File: config.mk
export PLATFORM = sky130hd
export DESIGN_NAME = ex_operand_stage
export DESIGN_NICKNAME = d
export VERILOG_FILES = /design/src/rtl/ex_operand_stage.sv
export SDC_FILE = /design/constraint.sdc
export NUM_CORES = 1
export LEC_CHECK = 0
export BUFFER_PORTS_ARGS = -buffer_cell sky130_fd_sc_hd__buf_4
export CAP_MARGIN = 20
export CORE_MARGIN = 3
export CORE_UTILIZATION = 30
export DETAILED_ROUTE_END_ITERATION = 6
export PLACE_DENSITY_LB_ADDON = 0.25
export SLEW_MARGIN = 15
export SYNTH_ARGS = -nofsm -noshare
export SYNTH_HDL_FRONTEND = slang
export SYNTH_SLANG_ARGS = --single-unit
export TNS_END_PERCENT = 10
File: constraint.sdc
create_clock -name clk_i -period 1.95 [get_ports clk_i]
set_clock_uncertainty 0.15 [all_clocks]
set_input_delay 0.0975 -clock clk_i [delete_from_list [all_inputs] [get_ports clk_i]]
set_output_delay 0.0975 -clock clk_i [all_outputs]
set_load 0.005 [all_outputs]
File: src/rtl/ex_operand_stage.sv
// rtl/ex_operand_stage.sv - ID/EX operand register with RAW forwarding and load-use interlock
//
// Purpose: registers the decoded instruction into the execute slot, resolving
// rs1/rs2 against the executing instruction (EX) and the writeback port (WB),
// selecting the ALU A/B operands, and flagging a load-use hazard to decode.
//
// Ports:
//   clk_i, rst_ni               clock (rising edge), asynchronous active-low reset
//   id_*_i                      decoded instruction fields from the decode slot
//   ex_alu_result_i             current ALU output, forwarded from EX
//   wb_wen_i/wb_rd_addr_i/wb_data_i  writeback port, forwarded from WB
//   stall_i, flush_i            hold / squash the EX slot
//   ex_valid_o .. ex_is_load_o  registered execute-slot contents
//   hazard_stall_o              combinational load-use interlock toward decode

module ex_operand_stage #(
  parameter int XLEN = 32
) (
  input  logic            clk_i,
  input  logic            rst_ni,
  input  logic            id_valid_i,
  input  logic [4:0]      id_rs1_addr_i,
  input  logic [4:0]      id_rs2_addr_i,
  input  logic [XLEN-1:0] id_rs1_data_i,
  input  logic [XLEN-1:0] id_rs2_data_i,
  input  logic [XLEN-1:0] id_pc_i,
  input  logic [XLEN-1:0] id_imm_i,
  input  logic [1:0]      id_a_sel_i,
  input  logic            id_b_sel_i,
  input  logic [4:0]      id_alu_ctl_i,
  input  logic [6:0]      id_funct7_i,
  input  logic [4:0]      id_rd_addr_i,
  input  logic            id_reg_wen_i,
  input  logic            id_is_load_i,
  input  logic [XLEN-1:0] ex_alu_result_i,
  input  logic            wb_wen_i,
  input  logic [4:0]      wb_rd_addr_i,
  input  logic [XLEN-1:0] wb_data_i,
  input  logic            stall_i,
  input  logic            flush_i,
  output logic            ex_valid_o,
  output logic [XLEN-1:0] alu_a_o,
  output logic [XLEN-1:0] alu_b_o,
  output logic [4:0]      alu_ctl_o,
  output logic [6:0]      alu_funct7_o,
  output logic [XLEN-1:0] ex_store_data_o,
  output logic [4:0]      ex_rd_addr_o,
  output logic            ex_reg_wen_o,
  output logic            ex_is_load_o,
  output logic            hazard_stall_o
);

  logic            ex_valid_q, ex_valid_d;
  logic [XLEN-1:0] alu_a_q, alu_a_d;
  logic [XLEN-1:0] alu_b_q, alu_b_d;
  logic [4:0]      alu_ctl_q, alu_ctl_d;
  logic [6:0]      alu_funct7_q, alu_funct7_d;
  logic [XLEN-1:0] store_data_q, store_data_d;
  logic [4:0]      rd_addr_q, rd_addr_d;
  logic            reg_wen_q, reg_wen_d;
  logic            is_load_q, is_load_d;

  logic            ex_fwd_ok;
  logic [XLEN-1:0] rs1_fwd, rs2_fwd;
  logic [XLEN-1:0] op_a, op_b;
  logic            hazard;

  // A load's result is not available in EX, so it never forwards from there;
  // that case is covered by the interlock plus WB forwarding one cycle later.
  assign ex_fwd_ok = ex_valid_q & reg_wen_q & ~is_load_q;

  always_comb begin
    rs1_fwd = id_rs1_data_i;
    if (id_rs1_addr_i == 5'd0) begin
      rs1_fwd = '0;
    end else if (ex_fwd_ok && (rd_addr_q == id_rs1_addr_i)) begin
      rs1_fwd = ex_alu_result_i;
    end else if (wb_wen_i && (wb_rd_addr_i == id_rs1_addr_i)) begin
      rs1_fwd = wb_data_i;
    end
  end

  always_comb begin
    rs2_fwd = id_rs2_data_i;
    if (id_rs2_addr_i == 5'd0) begin
      rs2_fwd = '0;
    end else if (ex_fwd_ok && (rd_addr_q == id_rs2_addr_i)) begin
      rs2_fwd = ex_alu_result_i;
    end else if (wb_wen_i && (wb_rd_addr_i == id_rs2_addr_i)) begin
      rs2_fwd = wb_data_i;
    end
  end

  always_comb begin
    unique case (id_a_sel_i)
      2'd0:    op_a = rs1_fwd;
      2'd1:    op_a = id_pc_i;
      default: op_a = '0;
    endcase
    op_b = id_b_sel_i ? id_imm_i : rs2_fwd;
  end

  // Matches on rs2 even for formats that ignore it; a spare bubble is harmless.
  assign hazard = id_valid_i & ex_valid_q & is_load_q & (rd_addr_q != 5'd0) &
                  ((rd_addr_q == id_rs1_addr_i) | (rd_addr_q == id_rs2_addr_i));
  assign hazard_stall_o = hazard;

  always_comb begin
    ex_valid_d   = ex_valid_q;
    alu_a_d      = alu_a_q;
    alu_b_d      = alu_b_q;
    alu_ctl_d    = alu_ctl_q;
    alu_funct7_d = alu_funct7_q;
    store_data_d = store_data_q;
    rd_addr_d    = rd_addr_q;
    reg_wen_d    = reg_wen_q;
    is_load_d    = is_load_q;
    if (flush_i) begin
      ex_valid_d = 1'b0;
      reg_wen_d  = 1'b0;
      is_load_d  = 1'b0;
    end else if (stall_i) begin
      // hold everything
    end else if (hazard) begin
      ex_valid_d = 1'b0;
      reg_wen_d  = 1'b0;
      is_load_d  = 1'b0;
    end else begin
      ex_valid_d   = id_valid_i;
      alu_a_d      = op_a;
      alu_b_d      = op_b;
      alu_ctl_d    = id_alu_ctl_i;
      alu_funct7_d = id_funct7_i;
      store_data_d = rs2_fwd;
      rd_addr_d    = id_rd_addr_i;
      reg_wen_d    = id_valid_i & id_reg_wen_i;
      is_load_d    = id_valid_i & id_is_load_i;
    end
  end

  always_ff @(posedge clk_i or negedge rst_ni) begin
    if (!rst_ni) begin
      ex_valid_q   <= 1'b0;
      alu_a_q      <= '0;
      alu_b_q      <= '0;
      alu_ctl_q    <= '0;
      alu_funct7_q <= '0;
      store_data_q <= '0;
      rd_addr_q    <= '0;
      reg_wen_q    <= 1'b0;
      is_load_q    <= 1'b0;
    end else begin
      ex_valid_q   <= ex_valid_d;
      alu_a_q      <= alu_a_d;
      alu_b_q      <= alu_b_d;
      alu_ctl_q    <= alu_ctl_d;
      alu_funct7_q <= alu_funct7_d;
      store_data_q <= store_data_d;
      rd_addr_q    <= rd_addr_d;
      reg_wen_q    <= reg_wen_d;
      is_load_q    <= is_load_d;
    end
  end

  assign ex_valid_o      = ex_valid_q;
  assign alu_a_o         = alu_a_q;
  assign alu_b_o         = alu_b_q;
  assign alu_ctl_o       = alu_ctl_q;
  assign alu_funct7_o    = alu_funct7_q;
  assign ex_store_data_o = store_data_q;
  assign ex_rd_addr_o    = rd_addr_q;
  assign ex_reg_wen_o    = reg_wen_q;
  assign ex_is_load_o    = is_load_q;

endmodule
==> key figures, run 1 <==
Place
  • Placed Area: 0.0101 sq mm
  • # placed instances: around 1,400
  • Hpwl dp: around 21,000 um
  • RePlAce Congestion: about 0.87
  • PortBufs: 351

Setup path
  • Crit Path Category: register to register
  • CP max FO: 5
  • Max incr delay on CP: 0.44 ns
  • Critical path, cell by cell: buf_4, nor2_1, a21oi_2, a211oi_4, buf_6, buf_12, clkbuf_16, mux2_2
  • CP endpoint kind: register
  • Family with the most delay on the worst path: buffers and inverters
  • Critical path data required time: about 2.1 ns
  • Startpoint type of the worst setup path: register
  • Worst Path Buf+Inv: 4
  • Worst Path Arrival: roughly 2.4 ns
  • Critical path's slowest cell: dfrtp_1

Clock network
  • Root Driver: clkbuf_16
  • Max H-tree Level: 4
  • Clk slew on worst S/H paths: about 0.07 ns
  • CTS tree: yes
  • Clock Tree Buf Depth: 2
  • CTS buffer count: 17
  • Worst-Skew Late Latency: 0.42 ns
  • CTS Sinks: 116

Hold path
  • Hold WC Path Type: primary input to register

Yosys
  • Mux contribution to synthesized area: 0.0842
  • Warnings from Yosys: 0
  • Post-synth EDFFs: 0
  • Seq/Total Area, Yosys: 0.427
  • Cells after Synth: about 800
  • Asr flop ratio synth: 1.00
  • Mapped Area: slightly below 0.007 sq mm
  • Synth Net Count: a little over 1,000
  • Main combinational cell family by area after synthesis: compound AO/OA/AOI/OAI gates
  • Unique masters post-synth: 35
  • Simple-gate share of the synthesized area: 0.161
  • Synth Register Bits: ~120
  • Post-Synth Adder-Cell Area: 0
  • Xor and xnor fraction of the mapped netlist area: 0.0258
  • Compound-gate portion of the synthesized area: 0.249
  • Ys flop type: dfrtp_1
  • Syn avg cell area: 8.48 sq um

STA
  • Worst-margin pin slew: between 1 and 1.5 ns
  • RSZ-0062 raised after global routing: true
  • Final setup fails: 114
  • Hold Fails Final Rpt: 1
  • PnR worst setup slack: -0.299 ns
  • Period utilisation layout: 1.15
  • Setup TNS: -26.73 ns
  • Min Tclk post-route: ~2.2 ns
  • Max-slew headroom: 0.323
  • Max-slew violations: 0
  • WHS: -0.00372 ns
  • Fmax: about 440 MHz

Routing
  • DRC Markers: 0
  • Starting DRT DRC Count: just under 600
  • WL final: ~34,000 um
  • Wire per inst: 20.5 um
  • Vias/cell: around 5.3
  • Pre-Repair DR Iteration Count: 5
  • Routed vias: ~9,000
  • ANT nets after route: 0

GRT
  • GRT Total Usage: 0.263
  • Pin count of the biggest net entering global routing: just over 60
  • Number of global-route vias before repair: just over 9,000
  • Initial antenna violation count: 3
  • Total grt overflow: 0
  • First-pass GRT wire length: 50,200 um

Floorplan
  • Die Wd: around 160 um
  • # rows: 54
  • Core box area: between 0.02 and 0.025 sq mm
  • Initial core utilization: 0.308
  • Die span in y: between 150 and 200 um
  • Die area: between 0.02 and 0.025 sq mm
  • Ports: roughly 350

Power
  • PwrDens: ~680 mW/mm^2
  • Total power after layout: about 9.2 mW
  • Peak VDD IR: 0.000443 V
  • Leakage power: between 6 and 7 nW

Finish
  • Design area: approximately 0.014 sq mm
  • Most common cell after layout, fill and taps aside: buf_4
  • Finished Layout Cells: about 1,700
  • Layout cells sized above 1: 0.439
  • Fin nets: approximately 1,600
  • Most frequent cells in the layout: buf_4 (390), dlygate4sd3_1 (207), nand2_1 (191)
  • Final-layout fill cell count: 1,796
  • P&R area growth vs syn: 99.1%

Outcome
  • Status: finished, violations left
  • Failing checks: hold timing, setup timing

Flow run
  • Max_cap viols: 0
sequential cells by signal (all words and copies together), names as in the netlist:
register	count
alu_a_o	32
alu_b_o	32
ex_store_data_o	32
alu_funct7_o	7
alu_ctl_o	5
ex_rd_addr_o	5
ex_is_load_o	1
ex_reg_wen_o	1
ex_valid_o	1
worst paths after layout:
kind	from	endpoint	slack, ns	cells after the start
min reg2reg	alu_funct7_o[4]	alu_funct7_o[4]	0.34	1
max in group asynchronous	rst_ni	ex_store_data_o[28]	1.23	3
min	ex_alu_result_i[16]	alu_b_o[16]	-0.004	4
min in group asynchronous	rst_ni	alu_a_o[31]	0.08	3
max	ex_rd_addr_o[3]	ex_store_data_o[9]	-0.30	8
max reg2reg	ex_rd_addr_o[3]	ex_store_data_o[9]	-0.30	8
worst reg2reg max path, cell delays in order, from the launching register on:
cell	delay [ns]
dfrtp_1	0.44
buf_4	0.16
nor2_1	0.17
a21oi_2	0.12
a211oi_4	0.28
buf_6	0.17
buf_12	0.14
clkbuf_16	0.18
mux2_2	0.33
through the flow:
step | utilization | worst slack, ns
2_1_floorplan | - | -0.0278
3_3_place_gp | 0.458 | -0.226
3_5_place_dp | 0.458 | -0.308
4_1_cts | 0.595 | -0.232
5_1_grt | 0.614 | -0.363
6_report | 0.614 | -0.299
repair_timing:
| item | in CTS | in global routing |
|---|---|---|
| setup endpoints to repair | 114 | 114 |
| cloned | 4 | 5 |
| hold endpoints to repair | 227 | 0 |
| resized for setup | 39 | 78 |
| buffers inserted | 8 | 5 |
| hold buffers | 207 | 0 |
| pin swaps | 5 | 6 |
synthesized netlist by cell type (11+ instances only):
master	number	area, sq um
a31o_1	11	96.3
mux2_2	43	484
dfrtp_1	116	2900
xnor2_1	16	140
o21ai_1	30	150
buf_2	19	95.1
o21ai_0	64	320
clkbuf_1	35	131
a31oi_1	94	588
nor2_1	71	267
a31o_2	51	447
nand2_1	193	724
power breakdown:
| group | internal, mW | switching (mW) | total [mW] |
|---|---|---|---|
| Sequential | 2.76 | 0.242 | 3.01 |
| Combinational | 1.63 | 1.07 | 2.70 |
| Clock | 2.15 | 1.30 | 3.45 |
| Total | 6.55 | 2.60 | 9.15 |
cells by family (layout without fill, tap and decap cells):
group,after synthesis,count (layout)
and+or+nand+nor,281,281
AOI/OAI and AO/OA,262,262
DFF,116,116
buffers and inverters,71,669
muxes,51,51
xor gates and xnor gates,20,20
other,0,3
area by class of cell:
class | count | area [sq um] | share of cell area
Multi-Input combinational cell | 614 | 3880 | 0.287
Antenna cell | 3 | 7.51 | 0.000555
Tap cell | 280 | 350 | 0.0259
Inverter | 1 | 3.75 | 0.000277
Sequential cell | 116 | 2910 | 0.215
Timing Repair Buffer | 636 | 5750 | 0.425
Clock buffer | 17 | 425 | 0.0314
Clock inverter | 15 | 205 | 0.0152
layer usage:
layer  global-route usage  wire (um)  share of wire  vias up
li1                     -          -              -     4055
met1                0.307      13100           0.38     4283
met2                0.452      17400           0.50      522
met3               0.0678       2600          0.075       99
met4                0.126       1390          0.040        0
met5                    0          0              0        -
No activity file was read; power rests on OpenSTA's default activity.
==> run 2, diff against run 1 <==
- CELL_PAD_IN_SITES_DETAIL_PLACEMENT: not set -> 2
- CELL_PAD_IN_SITES_GLOBAL_PLACEMENT: not set -> 2
- CORE_UTILIZATION: 30 -> 22
==> key figures, run 2 (synthesis gave the netlist of run 1 again) <==
Outcome
  • Status: finished, violations left
  • Failing checks: setup timing

GRT
  • First-pass GRT wire length: 64,000 um (+28%)
  • Initial antenna violation count: 2 (-1)
  • GRT Total Usage: 0.251 (-0.0126)
  • Pin count of the biggest net entering global routing: 40 (-35%)
  • Number of global-route vias before repair: 10,200 (+11%)
  • Total grt overflow: 0 (unchanged)

STA
  • Final setup fails: 114 (unchanged)
  • Fmax: 419 MHz (-5.7%)
  • Max-slew headroom: 0.333 (+0.0103)
  • Worst-margin pin slew: 0.998 ns (-0.0154 ns)
  • Min Tclk post-route: 2.39 ns (+0.137 ns)
  • RSZ-0062 raised after global routing: true
  • Max-slew violations: 0 (unchanged)
  • Setup TNS: -34.43 ns (-7.70 ns)
  • Hold Fails Final Rpt: 0 (-1)
  • Period utilisation layout: 1.22 (+0.0703)
  • PnR worst setup slack: -0.436 ns (-0.137 ns)

Power
  • Combinational share of power: 0.322 (+0.027)
  • Net Sw Frac: 0.305 (+0.0207)
  • Internal power: 6.46 mW (-1.4%)
  • Peak VDD IR: 0.000539 V (+22%)
  • Switching pwr: 2.84 mW (+8.9%)
  • Leakage power: 6.18 nW (+0.91%)
  • PwrDens: 671 mW/mm^2 (-0.83%)
  • Clock share of power: 0.349 (-0.028)
  • Total power after layout: 9.29 mW (+1.5%)
  • Sequential share of power: 0.329 (about the same)

Clock network
  • CTS buffer count: 17 (unchanged)
  • CTS Sinks: 116 (unchanged)
  • Max H-tree Level: 4 (unchanged)
  • Root Driver: clkbuf_16
  • Clock Tree Buf Depth: 2 (unchanged)
  • Worst-Skew Late Latency: 0.42 ns (about the same)
  • Clk slew on worst S/H paths: 0.06 ns (about the same)
  • CTS tree: yes

Routing
  • Starting DRT DRC Count: 448 (-24%)
  • ANT nets after route: 0 (unchanged)
  • WL final: 46,500 um (+35%)
  • DRC Markers: 0 (unchanged)
  • Vias/cell: 5.06 (-5.0%)
  • Wire per inst: 26.0 um (+27%)
  • Routed vias: 9,060 (+1.1%)
  • Pre-Repair DR Iteration Count: 4 (-1)

Finish
  • Fin nets: 1,623 (+0.12%)
  • Layout cells sized above 1: 0.467 (+0.0279)
  • Final-layout fill cell count: 3,135 (+75%)
  • Most common cell after layout, fill and taps aside: buf_4
  • Finished Layout Cells: 1,791 (+6.5%)
  • Utilization after layout: 0.461 (-0.153)
  • Most frequent cells in the layout: buf_4 (401), nand2_1 (191), dlygate4sd3_1 (188)
  • P&R area growth vs syn: 104%

Setup path
  • Worst Path Arrival: 2.56 ns (+0.16 ns)
  • Reg-to-reg endpoint: alu_b_o[18]
  • Critical path data required time: 2.12 ns (+0.02 ns)
  • CP max FO: 7 (+2)
  • Critical R2R Launch: ex_rd_addr_o[2]
  • Cell count of the worst reg-to-reg path: 12 (+4)
  • Startpoint type of the worst setup path: register
  • Crit Path Category: register to register
  • Critical Path Sink: alu_b_o[18]
  • CP Launch Point: ex_rd_addr_o[2]
  • Flop2flop setup slack: -0.44 ns (-0.14 ns)
  • CP endpoint kind: register

Flow run
  • Max_cap viols: 0 (unchanged)

Place
  • RePlAce Congestion: 0.791 (-9.0%)
  • # placed instances: 1,542 (+8.7%)
  • DP Worst Slack: -0.357 ns (-0.0490 ns)
  • Hpwl dp: 27,500 um (+29%)
  • PortBufs: 351 (unchanged)

Floorplan
  • Ports: 352 (unchanged)
  • Die area: 0.0330 sq mm (+35%)
  • Core box area: 0.0300 sq mm (+36%)
  • Initial core utilization: 0.226 (-0.0822)
  • Die Wd: 182 um (+16%)
  • Die span in y: 182 um (+16%)
  • # rows: 63 (+17%)

Hold path
  • Hold WC Path Type: primary input to register
## run 2: cell types whose count changed in the layout (fill, tap and decap cells not counted), sizes merged
cell / change
clkinvlp: +1
inv: -3
clkinv: -2
bufinv: -2
buf: +16
clkbuf: +9
diode: -1
dlygate4sd3: -19
## run 2: routing by layer
metal / track usage / vias up / wire [um]
li1: - / 4039 / -
met1: 0.303 / 4640 / 19100
met2: 0.441 / 305 / 23900
met3: 0.0509 / 76 / 2230
met4: 0.0896 / 0 / 1360
met5: 0 / - / 0
## run 2: how the worst min path moves through the flow
stage                        startpoint                  end  depth (start not counted)
floorplan                        rst_ni           alu_a_o[0]                          0
global placement                 rst_ni  ex_store_data_o[16]                          1
detailed placement               rst_ni          alu_a_o[16]                          1
CTS                 ex_alu_result_i[21]  ex_store_data_o[21]                          4
global route         ex_alu_result_i[5]           alu_a_o[5]                          4
finish               ex_alu_result_i[5]           alu_a_o[5]                          4
## run 2: worst max-delay path, stage by stage (launching register included)
cell and delay, ns:
dfrtp_2 0.44, buf_4 0.17, xnor2_4 0.13, nand3_2 0.11
o22ai_4 0.09, a211oi_4 0.22, buf_6 0.15, buf_12 0.15
buf_12 0.15, clkbuf_16 0.16, buf_4 0.12, nor2_2 0.04
a31oi_1 0.19
## run 2: per-stage QoR
| stage | cell area [sq um] | hold WS [ns] |
|---|---|---|
| after floorplan | 6800 | -0.348 |
| after global placement | 10400 | -0.121 |
| after detailed placement | 10400 | -0.125 |
| after CTS | 13000 | 0.000414 |
| after global routing | 13800 | 0.00830 |
| final | 13800 | 0.00301 |
## run 2: layout make-up
| type | count | area (sq um) | area share |
|---|---|---|---|
| diodes | 2 | 5.00 | 0.000361 |
| clock buffers | 21 | 470 | 0.0340 |
| clock inverters | 9 | 105 | 0.00759 |
| inverters | 1 | 3.75 | 0.000271 |
| multi-input cells | 614 | 4040 | 0.292 |
| flip-flops and latches | 116 | 2910 | 0.210 |
| well taps | 390 | 488 | 0.0352 |
| repair buffers | 638 | 5830 | 0.421 |
## run 2: what timing repair did
action	in CTS	in global routing
hold endpoints to repair	211	0
gates cloned	1	11
buffers inserted	4	12
pin swaps	1	9
endpoints found under the setup margin	114	117
gates resized for setup	22	143
hold buffers	189	0
## run 2: power by group through the flow
stage	combinational, mW	sequential, mW	clock [mW]
2_1_floorplan	0.701	3.02	0
3_3_place_gp	2.15	3.02	0
3_5_place_dp	2.20	3.03	0
4_1_cts	2.57	3.00	3.28
5_1_grt	3.20	3.09	3.40
6_report	2.99	3.06	3.25
